### config.mk
export PLATFORM = sky130hd
export DESIGN_NAME = exc_status_unit_flat
export DESIGN_NICKNAME = d
export VERILOG_FILES = /design/src/rtl/exc_status_unit_pkg.sv /design/src/rtl/exc_status_unit_if.sv /design/src/rtl/exc_status_unit_flush_seq.sv /design/src/rtl/exc_status_unit.sv /design/src/flat_wrapper.sv
export SDC_FILE = /design/constraint.sdc
export NUM_CORES = 1
export LEC_CHECK = 0
export BUFFER_PORTS_ARGS = -buffer_cell sky130_fd_sc_hd__buf_2
export CAP_MARGIN = 30
export CELL_PAD_IN_SITES_DETAIL_PLACEMENT = 1
export CELL_PAD_IN_SITES_GLOBAL_PLACEMENT = 2
export CORE_ASPECT_RATIO = 1.2
export CORE_UTILIZATION = 26
export DETAILED_ROUTE_END_ITERATION = 6
export PLACE_DENSITY = 0.77
export SLEW_MARGIN = 20
export SYNTH_ARGS = -nofsm -noshare
export SYNTH_HDL_FRONTEND = slang
export SYNTH_HIERARCHICAL = 1
export SYNTH_SLANG_ARGS = --single-unit
### constraint.sdc
create_clock -name clock -period 3.3 [get_ports clock]
set_input_delay 0.66 -clock clock [delete_from_list [all_inputs] [get_ports clock]]
set_output_delay 0.66 -clock clock [all_outputs]
set_load 0.01 [all_outputs]
### src/rtl/exc_status_unit_pkg.sv
// rtl/exc_status_unit_pkg.sv - shared constants and FSM encoding for the r30 exception status unit
package exc_pkg;

    localparam int TARGET_W    = 27;
    localparam int RSTATUS_REG = 30;

    localparam logic [1:0] EXC_NONE = 2'd0;
    localparam logic [1:0] EXC_ADD  = 2'd1;
    localparam logic [1:0] EXC_ADDI = 2'd2;
    localparam logic [1:0] EXC_SUB  = 2'd3;

    typedef enum logic [1:0] {
        IDLE     = 2'd0,
        REDIRECT = 2'd1,
        FLUSH    = 2'd2
    } exc_state_t;

endpackage

### src/rtl/exc_status_unit_if.sv
// rtl/exc_status_unit_if.sv - execute-side and pipeline-control signals of the r30 status unit
interface exc_status_if #(
    parameter int CNT_W = 8
);
    import exc_pkg::*;

    logic [1:0]          exc_code;
    logic                exc_valid;
    logic                setx_valid;
    logic [TARGET_W-1:0] setx_target;
    logic                bex_valid;
    logic [TARGET_W-1:0] bex_target;
    logic [31:0]         rstatus;
    logic                rstatus_we;
    logic [31:0]         rstatus_wdata;
    logic                branch_taken;
    logic [TARGET_W-1:0] branch_pc;
    logic                flush;
    logic [CNT_W-1:0]    ovf_count;

    modport master (
        output exc_code, exc_valid, setx_valid, setx_target, bex_valid, bex_target,
        input  rstatus, rstatus_we, rstatus_wdata, branch_taken, branch_pc, flush, ovf_count
    );

    modport slave (
        input  exc_code, exc_valid, setx_valid, setx_target, bex_valid, bex_target,
        output rstatus, rstatus_we, rstatus_wdata, branch_taken, branch_pc, flush, ovf_count
    );

endinterface

### src/rtl/exc_status_unit_flush_seq.sv
// rtl/exc_status_unit_flush_seq.sv - redirect/flush sequencer launched by a taken bex
module exc_flush_seq
    import exc_pkg::*;
#(
    parameter int FLUSH_CYCLES = 2
) (
    input  logic                clock,
    input  logic                reset,
    input  logic                start,
    input  logic [TARGET_W-1:0] target,
    output logic                branch_taken,
    output logic [TARGET_W-1:0] branch_pc,
    output logic                flush,
    output logic                busy
);

    exc_state_t state;
    logic [2:0] cnt;

    assign busy = (state != IDLE);

    // branch_pc doubles as the captured target and is zeroed outside REDIRECT
    always_ff @(posedge clock or posedge reset) begin
        if (reset) begin
            state        <= IDLE;
            cnt          <= 3'd0;
            branch_taken <= 1'b0;
            branch_pc    <= '0;
            flush        <= 1'b0;
        end else begin
            case (state)
                IDLE: begin
                    if (start) begin
                        state        <= REDIRECT;
                        branch_taken <= 1'b1;
                        branch_pc    <= target;
                        flush        <= 1'b1;
                    end
                end
                REDIRECT: begin
                    branch_taken <= 1'b0;
                    branch_pc    <= '0;
                    if (FLUSH_CYCLES > 1) begin
                        state <= FLUSH;
                        cnt   <= 3'(FLUSH_CYCLES - 2);
                        flush <= 1'b1;
                    end else begin
                        state <= IDLE;
                        flush <= 1'b0;
                    end
                end
                FLUSH: begin
                    if (cnt == 3'd0) begin
                        state <= IDLE;
                        flush <= 1'b0;
                    end else begin
                        cnt <= cnt - 3'd1;
                    end
                end
                default: begin
                    state        <= IDLE;
                    branch_taken <= 1'b0;
                    branch_pc    <= '0;
                    flush        <= 1'b0;
                end
            endcase
        end
    end

endmodule

### src/rtl/exc_status_unit.sv
// rtl/exc_status_unit.sv - r30 exception status register, write select, bex resolve and overflow count
module exc_status_unit
    import exc_pkg::*;
#(
    parameter int FLUSH_CYCLES = 2,
    parameter int CNT_W        = 8
) (
    input logic         clock,
    input logic         reset,
    exc_status_if.slave bus
);

    logic [31:0]      rstatus;
    logic [CNT_W-1:0] ovf_count;
    logic             busy;
    logic             exc_evt;
    logic             setx_evt;
    logic             we;
    logic [31:0]      wdata;
    logic [31:0]      next_rstatus;
    logic             bex_start;

    // Anything arriving while the sequencer is busy belongs to a squashed instruction
    assign exc_evt  = bus.exc_valid && (bus.exc_code != EXC_NONE) && !busy;
    assign setx_evt = bus.setx_valid && !busy && !exc_evt;
    assign we       = exc_evt || setx_evt;

    always_comb begin
        wdata = 32'd0;
        if (exc_evt) begin
            wdata = {30'd0, bus.exc_code};
        end else if (setx_evt) begin
            wdata = {{(32-TARGET_W){1'b0}}, bus.setx_target};
        end
    end

    assign next_rstatus = we ? wdata : rstatus;
    assign bex_start    = bus.bex_valid && !busy && (next_rstatus != 32'd0);

    always_ff @(posedge clock or posedge reset) begin
        if (reset) begin
            rstatus   <= 32'd0;
            ovf_count <= '0;
        end else begin
            if (we) begin
                rstatus <= wdata;
            end
            if (exc_evt && (ovf_count != {CNT_W{1'b1}})) begin
                ovf_count <= ovf_count + 1'b1;
            end
        end
    end

    exc_flush_seq #(
        .FLUSH_CYCLES(FLUSH_CYCLES)
    ) u_flush_seq (
        .clock        (clock),
        .reset        (reset),
        .start        (bex_start),
        .target       (bus.bex_target),
        .branch_taken (bus.branch_taken),
        .branch_pc    (bus.branch_pc),
        .flush        (bus.flush),
        .busy         (busy)
    );

    assign bus.rstatus       = rstatus;
    assign bus.rstatus_we    = we;
    assign bus.rstatus_wdata = wdata;
    assign bus.ovf_count     = ovf_count;

endmodule

### src/flat_wrapper.sv
// flat-port wrapper written by rule: the top's interface ports become plain ports
module exc_status_unit_flat import exc_pkg::*;
#(
    parameter int FLUSH_CYCLES = 2,
    parameter int CNT_W        = 8
)
  (clock, reset, bus_exc_code, bus_exc_valid, bus_setx_valid, bus_setx_target, bus_bex_valid, bus_bex_target, bus_rstatus, bus_rstatus_we, bus_rstatus_wdata, bus_branch_taken, bus_branch_pc, bus_flush, bus_ovf_count);
  exc_status_if #(.CNT_W(CNT_W)) bus_i ();
  input logic clock;
  input logic reset;
  input wire logic [$bits(bus_i.exc_code)-1:0] bus_exc_code;
  input wire logic [$bits(bus_i.exc_valid)-1:0] bus_exc_valid;
  input wire logic [$bits(bus_i.setx_valid)-1:0] bus_setx_valid;
  input wire logic [$bits(bus_i.setx_target)-1:0] bus_setx_target;
  input wire logic [$bits(bus_i.bex_valid)-1:0] bus_bex_valid;
  input wire logic [$bits(bus_i.bex_target)-1:0] bus_bex_target;
  output wire logic [$bits(bus_i.rstatus)-1:0] bus_rstatus;
  output wire logic [$bits(bus_i.rstatus_we)-1:0] bus_rstatus_we;
  output wire logic [$bits(bus_i.rstatus_wdata)-1:0] bus_rstatus_wdata;
  output wire logic [$bits(bus_i.branch_taken)-1:0] bus_branch_taken;
  output wire logic [$bits(bus_i.branch_pc)-1:0] bus_branch_pc;
  output wire logic [$bits(bus_i.flush)-1:0] bus_flush;
  output wire logic [$bits(bus_i.ovf_count)-1:0] bus_ovf_count;
  assign bus_i.exc_code = bus_exc_code;
  assign bus_i.exc_valid = bus_exc_valid;
  assign bus_i.setx_valid = bus_setx_valid;
  assign bus_i.setx_target = bus_setx_target;
  assign bus_i.bex_valid = bus_bex_valid;
  assign bus_i.bex_target = bus_bex_target;
  assign bus_rstatus = bus_i.rstatus;
  assign bus_rstatus_we = bus_i.rstatus_we;
  assign bus_rstatus_wdata = bus_i.rstatus_wdata;
  assign bus_branch_taken = bus_i.branch_taken;
  assign bus_branch_pc = bus_i.branch_pc;
  assign bus_flush = bus_i.flush;
  assign bus_ovf_count = bus_i.ovf_count;
  exc_status_unit #(.FLUSH_CYCLES(FLUSH_CYCLES), .CNT_W(CNT_W)) u_core (.clock(clock), .reset(reset), .bus(bus_i));
endmodule
==> metrics <==
status=finished clean; number of synthesized flops with an enable pin=0; Syn. warnings=6; post-cts resize count=0; clk_skew=0.009203 ns; Post-synth top flop=dfrtp_1; Setup crit start=u_core/u_flush_seq/state[1]$_DFFE_PP0P_; Max Cap Violations=0; CTS Buf Count=9; Rows=44; 1st-iter DRT viols=68; Mean Syn Cell Area=10.19 sq um; Mapped Cells=326; crit-path cells=or2_2 > a2111oi_0 > a211oi_1 > a311oi_1 > nor2b_2 > buf_8 > nand2_1 > a21oi_1; WP buf/inv=1; area grow syn2layout=38.23%; via/cell ratio=4.554; CTS H-tree lvls=3; crit path kind=register to register; slowest CP cell=nor2b_2; initial core utilization=27.06%; top cell type by total area after synthesis=dfrtp_1; core box area=12280 sq um; area of the multi-input gates=roughly 1300 sq um; CTS Sinks=74; CP Max Fanout=17; Register Area=about 1900 sq um; DR vias=2969; mux share of post-synthesis cell area=0.3013%; Tmin final=approximately 2.8 ns; Worst-Margin Slew=a little over 0.5 ns; CP delay by family, top=simple AND/OR/NAND/NOR gates; Final Setup Violations=0; Root Buffer=clkbuf_16; number of I/O pins=163; Hold Vio Cnt, Final=0; adder-cell share of the synthesized area=1.130%; power density over the cells=between 900 and 1000 nW/um^2; global route total overflow=0; sequential area share after synthesis=55.74%; largest family of logic cells by synthesized area=simple AND/OR/NAND/NOR gates; required time of the worst setup path=between 3 and 4 ns; aggregate routed wire length=about 9.9 mm; Total GRT Usage=around 16%; largest net degree at the start of global routing=41; placed cell area=~4200 sq um; FFs w/ async S/R, synth=100.0%; Post-synth top cells=dfrtp_1 (74), nand2_1 (68), and2_1 (30); die area=13230 sq um; number of distinct library cells after synthesis=41; endpoint type of the worst setup path=register; initial antenna violation count=0; post-layout instance area=4592 sq um; RSZ-0062 raised after global routing=no; GPL Wtd Cong=about 0.72; Peak VDD IR=0.0003328 V; main area contributors after synthesis=dfrtp_1 (56%), nand2_1 (7.7%), a21o_1 (6.3%); RR Startpoint=u_core/u_flush_seq/state[1]$_DFFE_PP0P_; setup TNS=0 ns; period utilization=84.70%; clock slew at reported path FFs=about 0.060 ns; synthesized area=3322 sq um; Die Height=125.8 um; diode count=0; CTS tree=yes; clk buf depth=2; Synth Area in Compound Gates=roughly 15%; Startpoint Class=register; Synth Area in Simple Gates=20.00%; biggest cell delay along the critical path=0.54 ns; WL/cell=15.20 um; Final #Nets=550; Remaining DRCs=0; TritonRoute pass-1 iters=4; Arr. time, crit path=between 3 and 4 ns; relative slew slack=65.36%; Final Worst Setup Slack=0.5051 ns; pre-CTS setup slack=between 0.4 and 0.5 ns; LEAKAGE=2.592 nW; hold buffer count at CTS=0; global-route wire length before repair=16.40 mm; Die Wd=105.2 um; port bufs=between 150 and 200; f_max=357.8 MHz; post-route antenna net violation count=0; vias in the first global route=3140; share of cells above drive strength 1=38.49%; count leader, synth=dfrtp_1; Post-Synth XOR/XNOR Area=approximately 1.8%; Final Max Slew Viols=0; Hold Slack=0.4316 ns; share of the synthesized area in the top cell type=55.74%; Fill cells=~1400; HPWL Detailed=about 7.7 mm; worst hold path class=input port to async pin; #FFs+latches synth=74; postcts setup bufs=0; Skew-Pair Late Insertion Delay=0.33 ns
[worst reg2reg max path, stage by stage, from the launching register on]
cell and delay, ns:
dfrtp_1 0.47, or2_2 0.41, a2111oi_0 0.44, a211oi_1 0.08, a311oi_1 0.35, nor2b_2 0.54, buf_8 0.23, nand2_1 0.07
a21oi_1 0.13
[worst paths after layout]
kind	depth (start not counted)	slack, ns	endpoint
max in group asynchronous	3	2.48	u_core/bus.rstatus[22]$_DFF_PP0_
min in group clock	2	0.48	u_core/u_flush_seq/flush$_DFFE_PP0P_
setup / recovery	8	0.51	u_core/u_flush_seq/branch_pc[10]$_DFFE_PP0P_
hold / removal	3	0.43	u_core/u_flush_seq/branch_pc[7]$_DFFE_PP0P_
setup reg to reg	8	0.51	u_core/u_flush_seq/branch_pc[10]$_DFFE_PP0P_
hold reg to reg	2	0.48	u_core/u_flush_seq/flush$_DFFE_PP0P_
[cell usage in the layout (no fill, tap or decap), types with 2 or more instances in the layout]
cell type	instances
buf_2	157
dfrtp_1	74
nand2_1	68
and2_1	30
a21oi_1	29
a21o_1	28
nor4_1	11
inv_1	10
clkbuf_16	9
buf_4	8
nand4_1	5
xnor2_1	5
nor2_1	5
conb_1	5
nor3_1	4
bufinv_16	3
nand3_1	3
ha_1	3
a22o_1	3
clkinvlp_4	2
o41ai_1	2
xor2_1	2
nand2b_1	2
o31ai_1	2
o21ai_0	2
[registers in the layout (all words and copies together) (netlist names)]
name                             flops
u_core/u_flush_seq/cnt               3
u_core/u_flush_seq/branch_pc        27
u_core/bus.ovf_count                 8
u_core/u_flush_seq/branch_taken      1
u_core/u_flush_seq/state             2
u_core/u_flush_seq/flush             1
u_core/bus.rstatus                  32
[per-stage QoR]
step           utilization, %  std cells  power, mW
2_1_floorplan               -        330      2.468
3_3_place_gp            34.49        635      3.066
3_5_place_dp            34.61        636      3.140
4_1_cts                 37.40        652      4.287
5_1_grt                 37.40        652      4.524
6_report                37.40        652      4.204
[layout make-up]
class                      instances  area share (%)
inverter                          11          0.8992
tap                              161           4.387
sequential                        74           40.33
clock inverter                     6           2.480
clock buffer                      10           4.986
multi-input combinational        224           28.17
timing repair buffer             166           18.75
[metal layers]
metal	track usage, %	routed length (um)	vias up
li1	-	-	1419
met5	0	0	-
met2	25.89	4801	129
met4	6.711	142	0
met1	19.87	4262	1412
met3	3.727	706	9
[power breakdown]
part	total (mW)	switching (mW)	internal (mW)
combinational	1.61	0.954	0.658
sequential	1.47	0.240	1.23
clock	1.13	0.385	0.741
total	4.20	1.58	2.63
[kinds of logic after synthesis]
group           Yosys count
buf+inv                  32
simple gates            134
mux                       1
xor+xnor                  7
compound gates           74
other cells               1
flops                    74
fa+ha+maj                 3
Note: power is estimated with default switching activity, not from simulation.
